==> config.mk <==
export PLATFORM = sky130hd
export DESIGN_NAME = int_ctrl
export DESIGN_NICKNAME = d
export VERILOG_FILES = /design/src/rtl/int_pkg.sv /design/src/rtl/prio_enc32.sv /design/src/rtl/int_ctrl.sv
export SDC_FILE = /design/constraint.sdc
export NUM_CORES = 1
export LEC_CHECK = 0
export CORE_MARGIN = 2
export CORE_UTILIZATION = 43
export CTS_CLUSTER_SIZE = 12
export DETAILED_ROUTE_END_ITERATION = 16
export PLACE_DENSITY = 0.81
export SYNTH_ARGS = -nofsm -noshare
export SYNTH_HDL_FRONTEND = slang
export SYNTH_HIERARCHICAL = 1
export SYNTH_SLANG_ARGS = --single-unit
==> constraint.sdc <==
create_clock -name clk -period 2.6 [get_ports clk]
set_input_delay 0.52 -clock clk [delete_from_list [all_inputs] [get_ports clk]]
set_output_delay 0.52 -clock clk [all_outputs]
set_load 0.005 [all_outputs]
==> src/rtl/int_pkg.sv <==
// rtl/int_pkg.sv - shared cause indices, FSM encoding and mask boundary for int_ctrl
package int_pkg;

    localparam int N_EXT_LINES = 25;

    localparam int C_RESET = 0;
    localparam int C_ILL   = 1;
    localparam int C_MAL   = 2;
    localparam int C_PFF   = 3;
    localparam int C_PFLS  = 4;
    localparam int C_SYSC  = 5;
    localparam int C_OVF   = 6;
    localparam int C_EXT0  = 7;

    // Cause bits below this index ignore sr; sr[31:MASK_LO] enables the rest.
    localparam int MASK_LO = 6;

    typedef logic [1:0] state_t;

    localparam logic [1:0] ST_RST  = 2'd0;
    localparam logic [1:0] ST_RUN  = 2'd1;
    localparam logic [1:0] ST_TRAP = 2'd2;
    localparam logic [1:0] ST_RET  = 2'd3;

endpackage

==> src/rtl/prio_enc32.sv <==
// rtl/prio_enc32.sv - lowest-set-bit encoder, 32-bit vector to 5-bit index plus none flag
module prio_enc32 (
    input  logic [31:0] in_i,
    output logic [4:0]  idx_o,
    output logic        none_o
);

    // Scan from the top so the lowest set bit is the last one written.
    always_comb begin
        idx_o = 5'd0;
        for (int i = 31; i >= 0; i--) begin
            if (in_i[i]) begin
                idx_o = 5'(i);
            end
        end
    end

    assign none_o = ~|in_i;

endmodule

==> src/rtl/int_ctrl.sv <==
// rtl/int_ctrl.sv - interrupt cause collector and one-cycle trap/eret sequencer in front of spr
module int_ctrl
    import int_pkg::*;
#(
    parameter int N_EXT = N_EXT_LINES
) (
    input  logic             clk,
    input  logic             rst_n,
    input  logic             instr_valid_i,
    input  logic             ill_i,
    input  logic             mal_i,
    input  logic             pff_i,
    input  logic             pfls_i,
    input  logic             sysc_i,
    input  logic             ovf_i,
    input  logic             eret_i,
    input  logic [N_EXT-1:0] ext_ev_i,
    input  logic [31:0]      sr_i,
    output logic             jisr_o,
    output logic [31:0]      mca_o,
    output logic             rpt_o,
    output logic [4:0]       il_o,
    output logic             eret_go_o,
    output logic [N_EXT-1:0] pending_o
);

    state_t           state_q, state_d;
    logic             jisr_q, jisr_d;
    logic [31:0]      mca_q, mca_d;
    logic             rpt_q, rpt_d;
    logic [4:0]       il_q, il_d;
    logic             eret_go_q, eret_go_d;
    logic [N_EXT-1:0] pending_q, pending_d;

    logic [31:0]      ca;
    logic [31:0]      mca_c;
    logic [31:0]      clr_onehot;
    logic             clr_en;
    logic [4:0]       enc_idx;
    logic             enc_none;

    assign ca = {pending_q | ext_ev_i,
                 {ovf_i, sysc_i, pfls_i, pff_i, mal_i, ill_i} & {6{instr_valid_i}},
                 1'b0};
    assign mca_c = ca & {sr_i[31:MASK_LO], {MASK_LO{1'b1}}};

    prio_enc32 u_prio_enc32 (
        .in_i   (mca_c),
        .idx_o  (enc_idx),
        .none_o (enc_none)
    );

    assign clr_onehot = 32'h1 << enc_idx;

    always_comb begin
        state_d   = state_q;
        jisr_d    = 1'b0;
        mca_d     = 32'h0;
        rpt_d     = 1'b0;
        il_d      = 5'd0;
        eret_go_d = 1'b0;
        clr_en    = 1'b0;
        case (state_q)
            ST_RST: begin
                state_d = ST_TRAP;
                jisr_d  = 1'b1;
                mca_d   = 32'h1;
            end
            ST_RUN: begin
                // An interrupt outranks an eret on the same instruction.
                if (instr_valid_i && !enc_none) begin
                    state_d = ST_TRAP;
                    jisr_d  = 1'b1;
                    mca_d   = mca_c;
                    il_d    = enc_idx;
                    rpt_d   = (enc_idx == 5'(C_PFF)) || (enc_idx == 5'(C_PFLS));
                    clr_en  = 1'b1;
                end else if (instr_valid_i && eret_i) begin
                    state_d   = ST_RET;
                    eret_go_d = 1'b1;
                end
            end
            default: begin
                state_d = ST_RUN;
            end
        endcase
        // Only external indices land in pending; lower one-hot bits fall off the slice.
        pending_d = (pending_q & ~(clr_en ? clr_onehot[31:C_EXT0] : '0)) | ext_ev_i;
    end

    always_ff @(posedge clk or negedge rst_n) begin
        if (!rst_n) begin
            state_q   <= ST_RST;
            jisr_q    <= 1'b0;
            mca_q     <= 32'h0;
            rpt_q     <= 1'b0;
            il_q      <= 5'd0;
            eret_go_q <= 1'b0;
            pending_q <= '0;
        end else begin
            state_q   <= state_d;
            jisr_q    <= jisr_d;
            mca_q     <= mca_d;
            rpt_q     <= rpt_d;
            il_q      <= il_d;
            eret_go_q <= eret_go_d;
            pending_q <= pending_d;
        end
    end

    assign jisr_o    = jisr_q;
    assign mca_o     = mca_q;
    assign rpt_o     = rpt_q;
    assign il_o      = il_q;
    assign eret_go_o = eret_go_q;
    assign pending_o = pending_q;

endmodule

==> impl_metrics.tcl, run 1 <==
set metrics [dict create \
    io_pins 132 \
    syn_to_final_growth_pct 91.68 \
    slew_violations 0 \
    crit_slowest_cell "or4_4" \
    nFillCells 322 \
    start_util_pct 44.03 \
    synth_seq_cells 67 \
    synthTopCellsByArea "dfrtp_1 53%, and2_1 8.5%, o21a_1 6.2%, a31oi_1 4.4%, nor2_1 4.0%" \
    cts_hold_buf 0 \
    clock_path_buffers 2 \
    firstDrtPassIters 5 \
    yosys.area.top_type "dfrtp_1" \
    crit_path_max_incr_delay_ps 580 \
    numCtsBuffers 9 \
    setup_viol 61 \
    grt_pass1_vias 3389 \
    fin_crit_sh_pct 111.9 \
    wl_per_cell_um 22.21 \
    crit_fanout 4 \
    drive_above_1_share_pct 35.39 \
    die_h_um 89.72 \
    synth_edf_count 0 \
    synth.distinct_cells 43 \
    path_buf_inv 1 \
    yosysWarnings 6 \
    dp_hpwl_um 7440 \
    clk_latency_ps 350 \
    rrSetupSlack_ps -240 \
    wl_met1_um 5311 \
    start_kind "input port" \
    crit_path_cell_trace "clkdlybuf4s50_1 > o21a_2 > or4_4 > o21ai_1 > nand2_1 > a21boi_2 > or3b_1 > a2111oi_2" \
    htreeDepth 3 \
    outcome "finished with violations" \
    vdd_drop_max_mv 0.2831 \
    clkTransAtPathRegs_ps 70 \
    drt_iter0_drc 282 \
    drt_wl_total_um 14110 \
    die_w_um 89.72 \
    vias 3738 \
    cp-end-kind "register" \
    synthCells 307 \
    rows 31 \
    crit_family "simple AND/OR/NAND/NOR gates" \
    synth_top_area_share_pct 53.07 \
    vias_per_cell 5.887 \
    io_buffers 125 \
    seq_area_frac_synth_pct 53.07 \
    root_buffer "clkbuf_8" \
    arrival_ps 3110 \
    regArea_um2 1677 \
    hold_viol 0 \
    gp_congestion 0.9264 \
    power.total_mw 3.141 \
    wl_met3_um 1097 \
    period_minus_slack_ps 2909 \
    whs_ps 192.7 \
    yosys-top-cells-count "67 x dfrtp_1, 43 x and2_1, 34 x nor2_1, 26 x o21a_1, 22 x a31oi_1" \
    grt-ovfl-total 0 \
    timing.final.ws_setup_ps -308.6 \
    maxCapViolations 0 \
    netlist_area_um2 3159 \
    grt_pass1_wl_um 16550 \
    core_area_um2 7176 \
    dieArea_um2 8049 \
    crit_type "input port to register" \
    grt_usage_pct 25.93 \
    rsz0062_at_grt "yes" \
    p_per_area_nw_per_um2 518.7 \
    yosysMostFrequentCell "dfrtp_1" \
    grt_max_degree 45 \
    antenna_found_initial 2 \
    violations "negative setup slack" \
    wl_met2_um 6719 \
    synth-main-ff-cell "dfrtp_1" \
    hold_class "input port to asynchronous set/reset pin" \
    fmax_mhz 343.8 \
    multiInputGateArea_um2 1893 \
    power.leakage_nw 2.695 \
    async_reset_ff_share_pct 100.0 \
    dr.max_layer_used "met4" \
    synth.avg_cell_area_um2 10.29 \
    drtAntennaViolNets 0 \
    drc 0 \
    cts_tree "yes" \
    clkSinkCount 67 \
    cp.required_ps 2810 \
    final_nets 596 \
    finalClockSkew_ps 13.67 \
]
routing by layer:
layer,GRT usage (%),vias up
met3,5.281,87
li1,-,1556
met5,0,-
met4,14.10,0
met1,31.51,1800
met2,43.50,295
cell type report:
| type | count | area share [%] |
|---|---|---|
| inverter | 10 | 0.6198 |
| timing repair buffer | 220 | 34.57 |
| multi-input combinational | 221 | 31.26 |
| clock buffer | 11 | 2.500 |
| tap | 99 | 2.045 |
| clock inverter | 5 | 1.240 |
| sequential | 67 | 27.69 |
| antenna | 2 | 0.08264 |
timing repair:
action / CTS / global route
cloned: 0 / 3
gates resized for setup: 32 / 104
pin swaps: 6 / 48
setup buffers: 2 / 21
setup endpoints to repair: 62 / 62
where the power goes:
group / total (mW) / internal, mW / switching [mW]
combinational: 0.946 / 0.519 / 0.427
sequential: 1.22 / 1.15 / 0.0660
clock: 0.974 / 0.587 / 0.387
total: 3.14 / 2.26 / 0.880
registers in the layout, summed over array words and instances, names as in the netlist:
signal     flops
mca_o         32
pending_o     25
il_o           5
state_q        2
eret_go_o      1
jisr_o         1
rpt_o          1
cell usage in the layout (no fill, tap or decap), drive strengths merged, types with 2 or more instances in the layout:
master,Yosys,layout
a2111oi,3,3
a21o,2,2
a21oi,8,8
a221oi,1,2
a31oi,22,22
a41oi,4,4
and2,43,43
and3,2,2
and3b,5,5
buf,10,94
bufinv,0,2
clkbuf,2,13
clkdlybuf4s50,0,96
clkinv,0,3
conb,1,3
dfrtp,67,67
diode,0,2
dlygate4sd2,0,2
dlymetal6s2s,0,26
inv,10,10
nand2,5,5
nand3,2,2
nor2,34,34
nor3,12,12
nor3b,16,16
nor4,9,9
o21a,26,26
o21ai,3,3
o31ai,4,4
or4,4,4
worst paths after layout:
kind	start	to	cells after the start
worst max-delay path	sr_i[19]	rpt_o	8
worst min-delay path	rst_n	mca_o[0]	2
worst max register to register	pending_o[9]	rpt_o	7
worst min register to register	pending_o[17]	pending_o[17]	2
max in group asynchronous	rst_n	pending_o[20]	2
min in group clk	ext_ev_i[8]	pending_o[8]	3
cells by family (layout without fill, tap and decap cells):
family	count (synthesis)	in the layout	synth area share [%]
AO/OA/AOI/OAI	77	78	17.47
buffers and inverters	22	246	3.089
flip-flops	67	67	53.07
other	1	5	0.1187
AND/OR/NAND/NOR	140	140	26.26
metrics by stage:
step                setup slack (ps)  setup TNS [ps]  std cells  area (µm²)  utilization [%]
floorplan                      102.0               0        309        3167                -
global placement              -464.5          -26580        593        5042            70.27
detailed placement            -527.9          -28630        593        5042            70.27
CTS                           -12.59          -36.93        611        5413            75.43
global route                  -313.9           -5233        635        6056            84.39
finish                        -308.6           -3827        635        6056            84.39
Note: power is estimated with default switching activity, not from simulation.
==> run 2, diff against run 1 <==
- CORE_UTILIZATION: 43 -> 44
- CTS_BUF_LIST: unset -> sky130_fd_sc_hd__clkbuf_4
- PLACE_DENSITY: 0.81 -> 0.82
- SLEW_MARGIN: unset -> 20
==> run 2 against run 1 <==
  * The run still ends with negative setup slack left
  * Cell area decreased by 1.1%
  * Core utilization increased by 2.8 points
  * Clock power decreased by 18%
  * Die area decreased by 2.2%
  * Critical path depth increased by 2
  * Via count increased by 3.4%
  * Largest cell class unchanged
  * Fmax decreased by 2.1%
  * Power decreased by 3.0%
==> impl_metrics.tcl, run 2 (same netlist as run 1, synthesis figures left out) <==
set metrics [dict create \
    outcome "finished with violations" \
    violations "negative setup slack" \
    dp_hpwl_um 7708 \
    hold_class "input port to register" \
    syn_to_final_growth_pct 89.58 \
    crit_path_cell_trace "o21a_1 > buf_6 > nor4_4 > buf_4 > a21oi_4 > o21ai_2 > nand2_1 > a21boi_2 > or3b_4 > a2111oi_4" \
    power.total_mw 3.046 \
    grt_pass1_wl_um 18350 \
    die_h_um 88.74 \
    root_buffer "clkbuf_4" \
    crit_type "register to register" \
    rsz0062_at_grt "yes" \
    antenna_found_initial 0 \
    cts_tree "yes" \
    mostFrequentLayoutCells "112 x clkdlybuf4s50_1, 96 x buf_4, 67 x dfrtp_1, 41 x and2_1, 34 x nor2_1" \
    hold_viol 0 \
    grt_pass1_vias 3662 \
    p_per_area_nw_per_um2 508.6 \
    wl_per_cell_um 22.79 \
    nFillCells 300 \
    final_nets 607 \
    crit_path_max_incr_delay_ps 430 \
    clk_latency_ps 450 \
    path_buf_inv 2 \
    finalClockSkew_ps 34.77 \
    period_minus_slack_ps 2972 \
    met3_usage_pct 6.903 \
    vias 3865 \
    vias_per_cell 6.030 \
    final_common_cell "clkdlybuf4s50_1" \
    cp.required_ps 2920 \
    firstDrtPassIters 6 \
    n_antenna_cell 0 \
    cp-end-kind "register" \
    core_area_um2 6869 \
    clkTransAtPathRegs_ps 130 \
    fmax_mhz 336.5 \
    slew_violations 0 \
    rows 30 \
    start_kind "register" \
    crit_slowest_cell "dfrtp_1" \
    grt_usage_pct 31.39 \
    io_pins 132 \
    setup_viol 63 \
    regArea_um2 1677 \
    htreeDepth 3 \
    dieArea_um2 7874 \
    busiest_layer "met2" \
    timing.final.ws_setup_ps -371.7 \
    fin_crit_sh_pct 114.3 \
    grt_max_degree 56 \
    drtAntennaViolNets 0 \
    grt.met2_usage_pct 49.93 \
    drc 0 \
    arrival_ps 3300 \
    clkSinkCount 67 \
    gp_congestion 0.9193 \
    drt_wl_total_um 14610 \
    die_w_um 88.74 \
    vdd_drop_max_mv 0.3925 \
    io_buffers 125 \
    grt-ovfl-total 0 \
    drive_above_1_share_pct 34.68 \
    power.leakage_nw 2.541 \
    multiInputGateArea_um2 1824 \
    clock_path_buffers 2 \
    numCtsBuffers 9 \
    crit_family "compound AO/OA/AOI/OAI gates" \
    drt_iter0_drc 395 \
    start_util_pct 45.99 \
    grt_use_met1_pct 38.01 \
    crit_fanout 4 \
    fin_tns_setup_ps -7698 \
    largest_register_ffs 32 \
    maxCapViolations 0 \
]
run 2: layout make-up:
cell class | instances | share of cell area [%]
well taps | 96 | 2.005
clock inverters | 7 | 1.546
flip-flops and latches | 67 | 27.99
clock buffers | 9 | 1.128
inverters | 10 | 0.6267
repair buffers | 232 | 36.24
multi-input cells | 220 | 30.46
run 2: layer usage:
| layer | wire, µm | part of all wire (%) |
|---|---|---|
| met1 | 5125 | 35 |
| met2 | 7051 | 48 |
| met3 | 1360 | 9.3 |
| met4 | 1072 | 7.3 |
| met5 | 0 | 0 |
run 2: per-stage QoR:
| step | std cells | area [µm²] | hold WS [ps] | setup slack [ps] | utilization [%] |
|---|---|---|---|---|---|
| global placement | 600 | 5114 | 423.1 | -563.3 | 74.44 |
| floorplan | 309 | 3167 | 224.4 | 102.0 | - |
| CTS | 628 | 5550 | 495.5 | 1.660 | 80.80 |
| detailed placement | 600 | 5114 | 429.3 | -681.9 | 74.44 |
| global route | 641 | 5989 | 425.6 | -401.5 | 87.19 |
| finish | 641 | 5989 | 444.5 | -371.7 | 87.19 |
run 2: repair_timing:
item	4_1_cts	5_1_grt
resized for setup	42	59
hold buffers	1	0
endpoints found under the hold margin	12	0
buffers inserted	10	11
pin swaps	17	18
endpoints found under the setup margin	62	65
cloned	1	2
run 2: worst min-delay path, cell delays in order:
cell	delay [ps]
dlymetal6s2s_1	160
inv_1	90
a41oi_2	90
run 2: final timing paths:
path	startpoint	endpoint	slack, ps	depth (start not counted)
max in group asynchronous	rst_n	mca_o[11]	1470	3
min in group asynchronous	rst_n	pending_o[1]	490	2
max reg2reg	pending_o[17]	rpt_o	-370	10
min	ext_ev_i[21]	pending_o[21]	440	3
min reg2reg	pending_o[13]	pending_o[13]	610	2
max	pending_o[17]	rpt_o	-370	10
run 2: power breakdown:
part	total [mW]	switching, mW	internal (mW)
combinational	1.02	0.450	0.570
clock	0.803	0.418	0.385
sequential	1.22	0.0694	1.15
==> run 3, diff against run 2 <==
- PLACE_DENSITY: 0.82 -> 0.8
==> run 3 against run 2 <==
  * The flow still finishes with violations (negative setup slack)
  * Sequential power is essentially flat
  * Routed wire length is 32% lower
  * Clock skew decreased by 21 ps
  * Flip-flop and latch count is the same
  * Non-clock buffer count decreased by 32
  * Critical path type is now input port to register
  * Highest routed layer unchanged
==> impl_metrics.tcl, run 3 (same netlist as run 1, synthesis figures left out) <==
set metrics [dict create \
    die_w_um 88.74 \
    cts_tree "yes" \
    crit_path_max_incr_delay_ps 440 \
    p_int_mw 1.996 \
    nFillCells 443 \
    wl_per_cell_um 16.21 \
    cp-end-kind "register" \
    multiInputGateArea_um2 1529 \
    fin_crit_sh_pct 100.1 \
    start_kind "input port" \
    regArea_um2 1677 \
    drt_iter0_drc 174 \
    clk_latency_ps 420 \
    grt_pass1_vias 3062 \
    vias 3243 \
    io_buffers 125 \
    place_ws_ps -509.1 \
    final_core_util_pct 78.16 \
    io_pins 132 \
    p_sw_share_pct 27.73 \
    clock_path_buffers 2 \
    vdd_drop_max_mv 0.3049 \
    final_common_cell "clkdlybuf4s50_1" \
    hold_class "input port to asynchronous set/reset pin" \
    drive_above_1_share_pct 23.98 \
    cp.required_ps 2920 \
    crit_type "input port to register" \
    drtAntennaViolNets 0 \
    dp_hpwl_um 7185 \
    mostFrequentLayoutCells "121 x clkdlybuf4s50_1, 72 x buf_4, 67 x dfrtp_1, 42 x and2_1, 34 x nor2_1" \
    p_per_area_nw_per_um2 514.4 \
    crit_path_cell_trace "clkdlybuf4s50_1 > o21a_4 > inv_1 > a21oi_1 > o21a_1 > a2111oi_2 > a221oi_1 > buf_4 > or3b_4 > a2111oi_4" \
    setup_viol 1 \
    power.leakage_nw 2.259 \
    hold_viol 0 \
    finalInstanceArea_um2 5369 \
    slew_violations 0 \
    final_nets 575 \
    combPwrFrac_pct 28.0 \
    syn_to_final_growth_pct 69.94 \
    crit_fanout 8 \
    fmax_mhz 384.1 \
    violations "negative setup slack" \
    largest_register_ffs 32 \
    clkSinkCount 67 \
    outcome "finished with violations" \
    whs_ps 84.18 \
    grt_pass1_wl_um 14640 \
    arrival_ps 2930 \
    finalClockSkew_ps 13.92 \
    die_h_um 88.74 \
    drc 0 \
    antenna_found_initial 0 \
    cts_hold_buf 0 \
    numCtsBuffers 9 \
    grt_usage_pct 24.92 \
    timing.final.ws_setup_ps -3.356 \
    p_switching_uw 765.8 \
    vias_per_cell 5.325 \
    htreeDepth 3 \
    grt-ovfl-total 0 \
    drt_wl_total_um 9872 \
    rsz0062_at_grt "yes" \
    grt_max_degree 41 \
    start_util_pct 45.99 \
    clkTransAtPathRegs_ps 110 \
    period_minus_slack_ps 2603 \
    root_buffer "clkbuf_4" \
    rows 30 \
    maxCapViolations 0 \
    core_area_um2 6869 \
    crit_slowest_cell "clkdlybuf4s50_1" \
    firstDrtPassIters 5 \
    p_clk_share_pct 28.2 \
    gp_congestion 0.8485 \
    power_frac_seq_pct 43.8 \
    dieArea_um2 7874 \
    fin_tns_setup_ps -3.356 \
    n_antenna_cell 0 \
    place_area_um2 5039 \
]
## run 3: per-stage QoR
| stage | power [mW] | std cells |
|---|---|---|
| global placement | 1.955 | 590 |
| floorplan | 1.483 | 309 |
| finish | 2.762 | 609 |
| global route | 2.876 | 609 |
| detailed placement | 1.974 | 590 |
| CTS | 2.743 | 606 |
## run 3: critical path, delay by kind of cell
kind | cells | cell delay [ps]
AO/OA/AOI/OAI | 6 | 1330
buffers and inverters | 3 | 680
AND/OR/NAND/NOR | 1 | 380
## run 3: cell type report
class / count / area share [%]
Clock inverter: 7 / 1.725
Sequential cell: 67 / 31.23
Tap cell: 96 / 2.237
Inverter: 10 / 0.6991
Multi-Input combinational cell: 220 / 28.48
Timing Repair Buffer: 200 / 34.37
Clock buffer: 9 / 1.258
## run 3: power groups by stage
stage | Sequential [mW] | Combinational, mW | Clock (mW)
finish | 1.21 | 0.774 | 0.779
CTS | 1.21 | 0.751 | 0.784
floorplan | 1.24 | 0.248 | 0
detailed placement | 1.23 | 0.746 | 0
global route | 1.22 | 0.836 | 0.821
global placement | 1.23 | 0.730 | 0
## run 3: final timing paths
| path | start | end | slack, ps | cells past startpoint |
|---|---|---|---|---|
| setup / recovery | ext_ev_i[4] | rpt_o | -3 | 10 |
| hold reg to reg | state_q[1] | state_q[1] | 550 | 1 |
| max in group asynchronous | rst_n | mca_o[14] | 2110 | 2 |
| hold / removal | rst_n | il_o[4] | 80 | 2 |
| setup reg to reg | pending_o[9] | rpt_o | 40 | 8 |
| min in group clk | ext_ev_i[9] | pending_o[9] | 520 | 4 |
## run 3: timing repair
item                                   4_1_cts  5_1_grt
setup buffers                                0        3
resized for setup                            3       33
cloned                                       0        0
setup endpoints to repair                   61       62
endpoints found under the hold margin        0        0
pin swaps                                    0        8
## run 3: routing by layer
metal	GRT usage (%)	vias up	routed length (µm)
met5	0	-	0
met4	12.81	0	326
met3	5.877	23	615
met2	38.94	154	4858
met1	32.32	1554	4071
li1	-	1512	-
